`src/rtl/midi_rx.sv`:
```
// MIDI serial receiver plus channel-voice decoder.
// Drives a monophonic, last-note-priority gate with note number and velocity.
`timescale 1ns/1ps
module midi_rx #(
  parameter int unsigned CLK_HZ  = 50000000,
  parameter int unsigned BAUD    = 31250,
  parameter logic [3:0]  CHANNEL = 4'd0,
  parameter bit          OMNI    = 1'b0
) (
  input  logic       clk,
  input  logic       rst,
  input  logic       midi_in,
  output logic [7:0] midi_data,
  output logic       midi_valid,
  output logic [7:0] velocity,
  output logic       framing_error
);

  localparam int unsigned CLKS_PER_BIT = CLK_HZ / BAUD;
  localparam int unsigned HALF_BIT     = CLKS_PER_BIT / 2;
  localparam int unsigned CNT_W        = $clog2(CLKS_PER_BIT + 1);
  localparam logic [CNT_W-1:0] BIT_LAST  = CNT_W'(CLKS_PER_BIT - 1);
  localparam logic [CNT_W-1:0] HALF_LAST = CNT_W'(HALF_BIT - 1);

  typedef enum logic [2:0] {IDLE, START, DATA, STOP, WAIT_HIGH} uart_state_t;

  uart_state_t      state, state_nxt;
  logic [CNT_W-1:0] cnt, cnt_nxt;
  logic [2:0]       bit_idx, bit_idx_nxt;
  logic [7:0]       rx_byte, rx_byte_nxt;
  logic             byte_stb, byte_stb_nxt;
  logic             framing_error_nxt;

  logic       sync_q, rx_s, rx_prev;
  logic [2:0] flush;
  logic       settled_c;

  // Synchronizer and edge history. The synchronizer resets high, so edge
  // detection waits until it has been refilled from the real line; otherwise
  // a line held low through reset would look like a fresh start bit.
  always_ff @(posedge clk) begin
    if (rst) begin
      sync_q  <= 1'b1;
      rx_s    <= 1'b1;
      rx_prev <= 1'b1;
      flush   <= 3'b000;
    end else begin
      sync_q  <= midi_in;
      rx_s    <= sync_q;
      rx_prev <= rx_s;
      flush   <= {flush[1:0], 1'b1};
    end
  end

  assign settled_c = flush[2];

  // UART state register
  always_ff @(posedge clk) begin
    if (rst) begin
      state         <= IDLE;
      cnt           <= '0;
      bit_idx       <= 3'd0;
      rx_byte       <= 8'h00;
      byte_stb      <= 1'b0;
      framing_error <= 1'b0;
    end else begin
      state         <= state_nxt;
      cnt           <= cnt_nxt;
      bit_idx       <= bit_idx_nxt;
      rx_byte       <= rx_byte_nxt;
      byte_stb      <= byte_stb_nxt;
      framing_error <= framing_error_nxt;
    end
  end

  // UART next-state: mid-bit sampling timed from the start-bit falling edge
  always_comb begin
    state_nxt         = state;
    cnt_nxt           = cnt;
    bit_idx_nxt       = bit_idx;
    rx_byte_nxt       = rx_byte;
    byte_stb_nxt      = 1'b0;
    framing_error_nxt = 1'b0;
    case (state)
      IDLE: begin
        if (settled_c && rx_prev && !rx_s) begin
          state_nxt   = START;
          cnt_nxt     = '0;
          bit_idx_nxt = 3'd0;
        end
      end
      START: begin
        if (cnt == HALF_LAST) begin
          cnt_nxt   = '0;
          state_nxt = rx_s ? IDLE : DATA;
        end else begin
          cnt_nxt = cnt + CNT_W'(1);
        end
      end
      DATA: begin
        if (cnt == BIT_LAST) begin
          cnt_nxt     = '0;
          rx_byte_nxt = {rx_s, rx_byte[7:1]};
          bit_idx_nxt = bit_idx + 3'd1;
          if (bit_idx == 3'd7) state_nxt = STOP;
        end else begin
          cnt_nxt = cnt + CNT_W'(1);
        end
      end
      STOP: begin
        if (cnt == BIT_LAST) begin
          cnt_nxt = '0;
          if (rx_s) begin
            byte_stb_nxt = 1'b1;
            state_nxt    = IDLE;
          end else begin
            framing_error_nxt = 1'b1;
            state_nxt         = WAIT_HIGH;
          end
        end else begin
          cnt_nxt = cnt + CNT_W'(1);
        end
      end
      WAIT_HIGH: begin
        if (rx_s) state_nxt = IDLE;
      end
      default: state_nxt = IDLE;
    endcase
  end

  logic       st_active, st_on, data_idx;
  logic [6:0] note_tmp;
  logic       is_realtime_c, is_system_c, note_class_c, chan_ok_c;

  assign is_realtime_c = (rx_byte[7:3] == 5'b11111);
  assign is_system_c   = (rx_byte[7:4] == 4'hF);
  assign note_class_c  = (rx_byte[7:5] == 3'b100);
  assign chan_ok_c     = OMNI || (rx_byte[3:0] == CHANNEL);

  // Running-status parser; realtime bytes pass through without touching state
  always_ff @(posedge clk) begin
    if (rst) begin
      st_active  <= 1'b0;
      st_on      <= 1'b0;
      data_idx   <= 1'b0;
      note_tmp   <= 7'd0;
      midi_data  <= 8'h00;
      velocity   <= 8'h00;
      midi_valid <= 1'b0;
    end else if (byte_stb && !is_realtime_c) begin
      if (is_system_c) begin
        st_active <= 1'b0;
      end else if (rx_byte[7]) begin
        st_active <= note_class_c && chan_ok_c;
        st_on     <= rx_byte[4];
        data_idx  <= 1'b0;
      end else if (st_active) begin
        if (!data_idx) begin
          note_tmp <= rx_byte[6:0];
          data_idx <= 1'b1;
        end else begin
          data_idx <= 1'b0;
          if (st_on && (rx_byte[6:0] != 7'd0)) begin
            midi_data  <= {1'b0, note_tmp};
            velocity   <= {1'b0, rx_byte[6:0]};
            midi_valid <= 1'b1;
          end else if (midi_valid && (note_tmp == midi_data[6:0])) begin
            midi_valid <= 1'b0;
          end
        end
      end
    end
  end

endmodule

```
`config.mk`:
```
export PLATFORM = sky130hd
export DESIGN_NAME = midi_rx
export DESIGN_NICKNAME = d
export VERILOG_FILES = /design/src/rtl/midi_rx.sv
export SDC_FILE = /design/constraint.sdc
export NUM_CORES = 1
export LEC_CHECK = 0
export CORE_UTILIZATION = 30
export CTS_CLUSTER_SIZE = 20
export DETAILED_ROUTE_END_ITERATION = 6
export DONT_BUFFER_PORTS = 1
export GPL_ROUTABILITY_DRIVEN = 0
export PLACE_DENSITY_LB_ADDON = 0.08
export SKIP_LAST_GASP = 1
export SYNTH_ARGS = -nofsm -noshare
export SYNTH_HDL_FRONTEND = slang
export SYNTH_SLANG_ARGS = --single-unit
```
`constraint.sdc`:
```
create_clock -name clk -period 2.7 [get_ports clk]
set_clock_uncertainty 0.1 [all_clocks]
set_input_delay 0 -clock clk [delete_from_list [all_inputs] [get_ports clk]]
set_output_delay 0 -clock clk [all_outputs]
set_load 0.005 [all_outputs]
```
# After elaboration in Yosys (flattened, before gate mapping)
# Index checks and enable logic that the tools add are counted.
# Widths: inputs -> output; s select.
op_classes:
  n_addsub: 2
  eq_ne: 17
  muxes: 26
  bitwise: 5
  n_reduce_logical: 28
ops:
  columns: ["cell", "n"]
  rows:
  - ["$mux 11", 3]
  - ["$pmux 11 s3", 1]
  - ["$mux 3", 9]
  - ["$reduce_and 6->1", 3]
  - ["$pmux 3 s5", 1]
  - ["$ne 2x2->1 const B", 6]
  - ["$add 11x1->11 const B", 1]
  - ["$eq 11x10->1 const B", 1]
  - ["$eq 11x11->1 const B", 1]
  - ["$mux 1", 10]
  - ["$eq 3x3->1 const B", 3]
  - ["$reduce_and 3->1", 3]
  - ["$reduce_bool 2->1", 4]
  - ["$eq 7x7->1", 1]
  - ["$reduce_bool 7->1", 1]
  - ["$eq 3x2->1 const B", 2]
  - ["$logic_and 1x1->1", 6]
  - ["$pmux 3 s2", 1]
  - ["$reduce_and 2->1", 3]
  - ["$eq 5x5->1 const B", 1]
  - ["$not 1->1", 5]
  - ["$reduce_and 5->1", 1]
  - ["$eq 4x4->1 const B", 1]
  - ["$logic_not 4->1", 1]
  - ["8 further kinds", 9]
word_totals:
  reg_bits: 58
  out_inout_bits: 18
  wordCells: 96

# Longest topological paths before layout
# Gate-level depths: netlist of run 1.
depth:
  word_depth: 4
  ltp_mapped: 8
  depth_no_buf: 6

# Worst setup path after synthesis of run 1
# OpenSTA, ideal clock, no wires.
synth_timing:
  kind: "register to register"
  start: "register cnt[5]"
  end: "register cnt[6]"
  arrival_time_ps: 1892
  required_ps: 2483
  slack_ps: 591
  stages_incl_launch_ff: 8
  n_path_buf: 2
  period_less_slack_ps: 2109
  cell_sequence: "dfxtp_1 -> buf_6 -> or4b_4 -> a2111oi_4 -> nor3_2 -> buf_6 -> a21o_1 -> a22o_1"
synth_between:
  elab_chain_cells: 3
synth_rtl:
  columns: ["element", "line_no", "rtl"]
  rows:
  - ["from (decl)", "28", "logic [CNT_W-1:0] cnt, cnt_nxt;"]
  - ["from (signal assigned)", "68", "cnt <= cnt_nxt;"]
  - ["$add 11x1->11 (tied with other cells)", "97, 107, 121", null]
  - ["$mux 11 (on tied branches)", "101, 111, 93", null]
  - ["$pmux 11 s3 (*)", "84", "case (state)"]
# Mark *: on every way between the ends. The rest lies on a longest branch, timed or not.
# A chain may end at the register's enable or synchronous reset.

# Worst setup path in the final report of run 1
layout_timing:
  start: "register cnt[0]"
  end: "register bit_idx[2]"
layout_between:
  elab_chain_cells: 3
layout_rtl:
  columns: ["element", "line_no", "rtl"]
  rows:
  - ["$eq 11x11->1", "101", "if (cnt == BIT_LAST) begin"]
  - ["$ne 2x2->1 (no source line)", null, null]
  - ["$reduce_and 3->1 (no source line)", null, null]
  - ["to (signal assigned)", "69", "bit_idx <= bit_idx_nxt;"]
  - ["to (decl)", "29", "logic [2:0] bit_idx, bit_idx_nxt;"]
# No other way between the ends.

==> results of run 1 <==
[through the flow]
step | cells | cell area [µm²]
after global placement | 377 | 2640
final | 397 | 2910
after detailed placement | 377 | 2640
after CTS | 397 | 2910
after floorplan | 286 | 2570
after global routing | 397 | 2910
[Yosys cell counts (5+ instances only)]
| library cell | count | area, µm² |
|---|---|---|
| xor2_1 | 5 | 43.8 |
| mux2i_1 | 25 | 250 |
| clkbuf_1 | 9 | 33.8 |
| nand2_1 | 27 | 101 |
| a21oi_1 | 13 | 65.1 |
| nand3_1 | 12 | 60.1 |
| dfxtp_1 | 58 | 1160 |
| a22o_1 | 6 | 52.6 |
| o21ai_0 | 10 | 50.1 |
| nor2_1 | 45 | 169 |
[placed cells by master (no fill, tap or decap), types with 5 or more instances in the layout]
cell type   n
nor2_1     45
nand2_1    27
nand3_1    12
a21oi_1    13
a22o_1      6
dfxtp_1    58
clkbuf_8   10
o21ai_0    10
mux2i_1    25
xor2_1      5
[flip-flops by register name, summed over array words and instances, names as in the netlist, 3 cells and up]
| name | count |
|---|---|
| velocity | 7 |
| bit_idx | 3 |
| state | 3 |
| rx_byte | 8 |
| midi_data | 7 |
| cnt | 11 |
| flush | 3 |
| note_tmp | 7 |
[how the worst min path moves through the flow]
stage | from | depth (start not counted) | endpoint | slack [ns]
finish | midi_in | 2 | sync_q | 0.20
global route | midi_in | 2 | sync_q | 0.21
CTS | midi_in | 2 | sync_q | 0.18
detailed placement | rst | 1 | midi_valid | -0.02
global placement | rst | 1 | midi_valid | -0.02
floorplan | midi_in | 1 | sync_q | 0.004
[final cells by class]
cell class / count / area (µm²)
clock buffer: 11 / 141
clock inverter: 5 / 77.6
fill: 881 / 5350
inverter: 3 / 11.3
multi-input combinational: 208 / 1310
sequential: 58 / 1160
tap: 105 / 131
timing repair buffer: 7 / 72.6
[logic make-up (layout without fill, tap and decap cells)]
family	Yosys count	in the layout	share of synthesized area, %
compound gates	47	47	12.8
xor+xnor	7	7	2.39
fa+ha+maj	3	3	1.46
buf+inv	20	26	3.94
flops	58	58	45.2
mux	28	28	11.1
other cells	1	2	0.146
simple gates	121	121	23.1
[layer usage]
layer / vias to the layer above / routed length [µm] / GRT usage (%)
li1: 1001 / - / -
met1: 931 / 2640 / 17.6
met2: 27 / 2600 / 21.6
met3: 10 / 189 / 3.30
met4: 0 / 107 / 7.95
met5: - / 0 / 0
[repair_timing]
action                                 4_1_cts  5_1_grt
gates resized for setup                      0        0
endpoints found under the hold margin       58        0
hold buffers                                 4        0
setup buffers                                0        0
[power breakdown]
group          internal, W  leakage (nW)  switching (W)  total, W
clock             0.000542         0.109       0.000356  0.000898
combinational    0.0000598         0.587      0.0000805  0.000140
sequential        0.000870         0.469      0.0000174  0.000887
total              0.00147          1.17       0.000454   0.00193
==> out/qor.yml, run 1 <==
outcome:
  status: "finished clean"
finish:
  diodes: 0
  fin_util_pct: 35.2
  nets: 293
  areaGrowthSynthToFinish_pct: 13.1
  drive_above_1_share_pct: 10.6
floorplanning:
  core-area_mm2: 0.00826
  dieArea_mm2: 0.00894
  die_w_um: 94.6
  rows: 33
  dieHeight_um: 94.6
  ios: 21
  start_util_pct: 31.1
critical_path:
  slowest_delay_ns: 0.41
  crit_fanout: 9
  cp-end-kind: "flip-flop"
  cp_common_cell: "nand3_1"
  cp_data_required_time_ns: 2.88
  cp_cell_sequence: "ha_1, nand3_1, nor4_1, buf_4, nand3_1, nor2_1, a22o_1"
  rrSetupSlack_ns: 0.40
  worstReg2RegEnd: "bit_idx[2]"
  r2r-start: "cnt[0]"
  arrival_ns: 2.49
  critical_path.top_delay_family: "simple AND/OR/NAND/NOR gates"
  startpoint: "cnt[0]"
  cp-start-kind: "flip-flop"
  critPathBufInv: 1
  reg2regPathDepth: 7
  path_class: "flip-flop to flip-flop"
  crit_path_end: "bit_idx[2]"
  path_depth: 7
  slowest_stage: "nand3_1"
route:
  via_per_inst: 4.96
  drtAntennaViolNets: 0
  route.detailed.drc: 0
  firstDrtPassIters: 4
  wl_per_cell_um: 13.9
  drt_wl_total_um: 5540
  vias: 1969
  drtIter0Drc: 50
global_route:
  grt_pass1_wl_um: 9340
  first_global_vias: 1837
  grt_use_total_pct: 13.9
  grt_max_degree: 50
  antenna_found_initial: 0
  grt.overflow.total: 0
timing:
  slew_headroom_pct: 47.0
  setup_tns_ns: 0
  setup_viol: 0
  holdWs_ns: 0.196
  slew_viol_final: 0
  final-hold-violation-count: 0
  post-route-period-util_pct: 85.3
  max_freq_mhz: 434
  rsz0062_at_grt: "no"
  finalWorstSetupSlack_ns: 0.397
  tightest_slew_ns: 0.791
  period_needed_ns: 2.30
clocking:
  cts_tree: "done"
  clockBufferDepth: 2
  clk_latency_ns: 0.34
  cts.clk_slew.worst_paths_ns: 0.07
  htreeDepth: 3
  clockRootBuffer: "clkbuf_8"
  numCtsBuffers: 9
  numClockSinks: 58
yosys:
  ys_ff_latch: 58
  yosysUniqueCellTypes: 49
  ys_warn_count: 0
  netlist_area_mm2: 0.00257
  syn_area_per_cell_um2: 9.02
  async_flop_share_pct: 0
  ys.flop_type: "dfxtp_1"
  synth_enable_flop_cells: 0
  synthCells: 285
  ys_seq_area_share_pct: 45.2
placement:
  place_ws_ns: 0.393
  post-dp-hpwl_um: 3690
  io_buffers: 0
power:
  p_per_area_mw_per_mm2: 663
  peakVddDrop_mv: 0.285
  power.total_w: 0.00193
  power_leakage_nw: 1.17
run:
  max_cap_viol_count: 0
worst_hold_path:
  hold_class: "input port to flip-flop"
No activity file was read; power rests on OpenSTA's default activity.
==> inputs of run 2 (changes only) <==
--- a/config.mk
+++ b/config.mk
@@ -11,6 +11,7 @@
 export DONT_BUFFER_PORTS = 1
 export GPL_ROUTABILITY_DRIVEN = 0
 export PLACE_DENSITY_LB_ADDON = 0.08
+export REMOVE_ABC_BUFFERS = 1
 export SKIP_LAST_GASP = 1
 export SYNTH_ARGS = -nofsm -noshare
 export SYNTH_HDL_FRONTEND = slang
==> run 2 against run 1 <==
Net effect: fmax fell by 4.3%; sequential power hardly changed; first-iteration DRC count up 42%; die area stayed put; combinational power is 3% lower; critical path type unchanged; largest power group is now registers.
==> out/qor.yml, run 2 (same netlist as run 1, synthesis figures left out) <==
critical_path:
  reg2regPathDepth: 7  # unchanged
  rrSetupSlack_ns: 0.29  # was 0.40 ns
  crit_fanout: 9  # unchanged
  path_class: "flip-flop to flip-flop"  # unchanged
  cp-start-kind: "flip-flop"  # unchanged
  cp-end-kind: "flip-flop"  # unchanged
  r2r-start: "cnt[0]"  # unchanged
  worstReg2RegEnd: "bit_idx[2]"  # unchanged
  arrival_ns: 2.58  # was 2.49 ns
  cp_data_required_time_ns: 2.87  # was 2.88 ns
route:
  drtIter0Drc: 71  # was 50
  via_per_inst: 4.91  # was 4.96
  drt_wl_total_um: 5490  # was 5540 µm
  firstDrtPassIters: 4  # unchanged
  wl_per_cell_um: 13.9  # about the same
  route.detailed.drc: 0  # unchanged
  drtAntennaViolNets: 0  # unchanged
  vias: 1936  # was 1969
clocking:
  cts_setup_buffers: 0  # unchanged
  clockBufferDepth: 2  # unchanged
  numClockSinks: 58  # unchanged
  numCtsBuffers: 9  # unchanged
  htreeDepth: 3  # unchanged
  cts_tree: "done"  # unchanged
  clk_latency_ns: 0.33  # was 0.34 ns
  cts.clk_slew.worst_paths_ns: 0.06  # was 0.07 ns
  clockRootBuffer: "clkbuf_8"  # unchanged
timing:
  final-hold-violation-count: 0  # unchanged
  post-route-period-util_pct: 89.2  # was 85.3%
  slew_viol_final: 0  # unchanged
  rsz0062_at_grt: "no"  # unchanged
  period_needed_ns: 2.41  # was 2.30 ns
  setup_viol: 0  # unchanged
  tightest_slew_ns: 0.792  # was 0.791 ns
  holdWs_ns: 0.205  # was 0.196 ns
  slew_headroom_pct: 46.9  # was 47.0%
  setup_tns_ns: 0  # unchanged
  max_freq_mhz: 415  # was 434 MHz
finish:
  layout_common_cells: "dfxtp_1 (58), nor2_1 (45), nand2_1 (27), mux2i_1 (25), a21oi_1 (13)"  # unchanged
  largestRegisters: "cnt: 11 flops, rx_byte: 8 flops"  # unchanged
  final_common_cell: "dfxtp_1"  # unchanged
  largest_reg_flops: 11  # unchanged
  fin_area_mm2: 0.00286  # was 0.00291 mm²
  fin_util_pct: 34.6  # was 35.2%
  largest_register: "cnt"  # unchanged
  nets: 292  # was 293
  diodes: 0  # unchanged
  fin_cells: 394  # was 397
  areaGrowthSynthToFinish_pct: 11.2  # was 13.1%
  drive_above_1_share_pct: 10.0  # was 10.6%
  fillers: 880  # was 881
power:
  power_leakage_nw: 1.14  # was 1.17 nW
  peakVddDrop_mv: 0.250  # was 0.285 mV
  p_per_area_mw_per_mm2: 613  # was 663 mW/mm²
worst_hold_path:
  hold_class: "input port to flip-flop"  # unchanged
  whs_path_depth: 2  # unchanged
  hold_start: "midi_in"  # unchanged
  hold_end: "sync_q"  # unchanged
outcome:
  status: "finished clean"  # unchanged
global_route:
  grt_pass1_wl_um: 9140  # was 9340 µm
  grt_max_degree: 50  # unchanged
  first_global_vias: 1850  # was 1837
  antenna_found_initial: 0  # unchanged
  grt.overflow.total: 0  # unchanged
  grt_use_total_pct: 13.6  # was 13.9%
run:
  max_cap_viol_count: 0  # unchanged
floorplanning:
  die_w_um: 94.6  # unchanged
  dieHeight_um: 94.6  # unchanged
  ios: 21  # unchanged
  dieArea_mm2: 0.00894  # unchanged
  core-area_mm2: 0.00826  # unchanged
  rows: 33  # unchanged
  start_util_pct: 31.1  # unchanged
placement:
  place_inst: 376  # was 377
  io_buffers: 0  # unchanged
  placed_area_mm2: 0.00263  # was 0.00264 mm²
  post-dp-hpwl_um: 3680  # was 3690 µm
==> run 2: what timing repair did <==
action,CTS,global route
setup endpoints to repair,0,0
resized for setup,0,0
hold buffers,4,0
endpoints found under the hold margin,58,0
==> run 2: worst max path at each step <==
stage          slack [ns]  cells after the start    endpoint   start
2_1_floorplan        0.49                      6  bit_idx[1]  cnt[0]
3_3_place_gp         0.38                      7  bit_idx[1]  cnt[0]
3_5_place_dp         0.29                      7  bit_idx[2]  cnt[0]
4_1_cts              0.27                      7  bit_idx[2]  cnt[0]
5_1_grt              0.02                      7  bit_idx[2]  cnt[0]
6_report             0.29                      7  bit_idx[2]  cnt[0]
==> run 2: cell type report <==
cell class                      count  area [µm²]  area share, %
Tap cell                          105         131           4.60
Timing Repair Buffer                6        65.1           2.28
Sequential cell                    58        1160           40.6
Multi-Input combinational cell    208        1310           45.9
Clock inverter                      2        12.5          0.438
Inverter                            3        11.3          0.394
Clock buffer                       12         165           5.78
==> run 2: through the flow <==
step / worst slack [ns] / total power, W
after floorplan: 0.486 / 0.000997
after global placement: 0.384 / 0.00103
after detailed placement: 0.287 / 0.00103
after CTS: 0.271 / 0.00179
after global routing: 0.0185 / 0.00184
final: 0.292 / 0.00175
==> run 2: routing by layer <==
layer	vias to the layer above	GRT usage, %	share of wire (%)
met5	-	0	0
met4	0	6.31	2.0
met3	10	4.27	3.6
met2	32	21.9	47
met1	896	16.5	47
li1	998	-	-
==> run 2: where the power goes <==
group	total (W)	leakage [nW]	switching [W]	internal (W)
Clock	0.000727	0.0903	0.000331	0.000396
Combinational	0.000136	0.582	0.0000814	0.0000548
Sequential	0.000889	0.469	0.0000183	0.000870
==> run 2: worst max-delay path, stage by stage, from the launching register on <==
cell	delay, ns
dfxtp_1	0.38
ha_1	0.23
nand3_1	0.19
nor4_1	0.35
buf_4	0.18
nand3_1	0.43
nor2_1	0.33
a22o_1	0.17
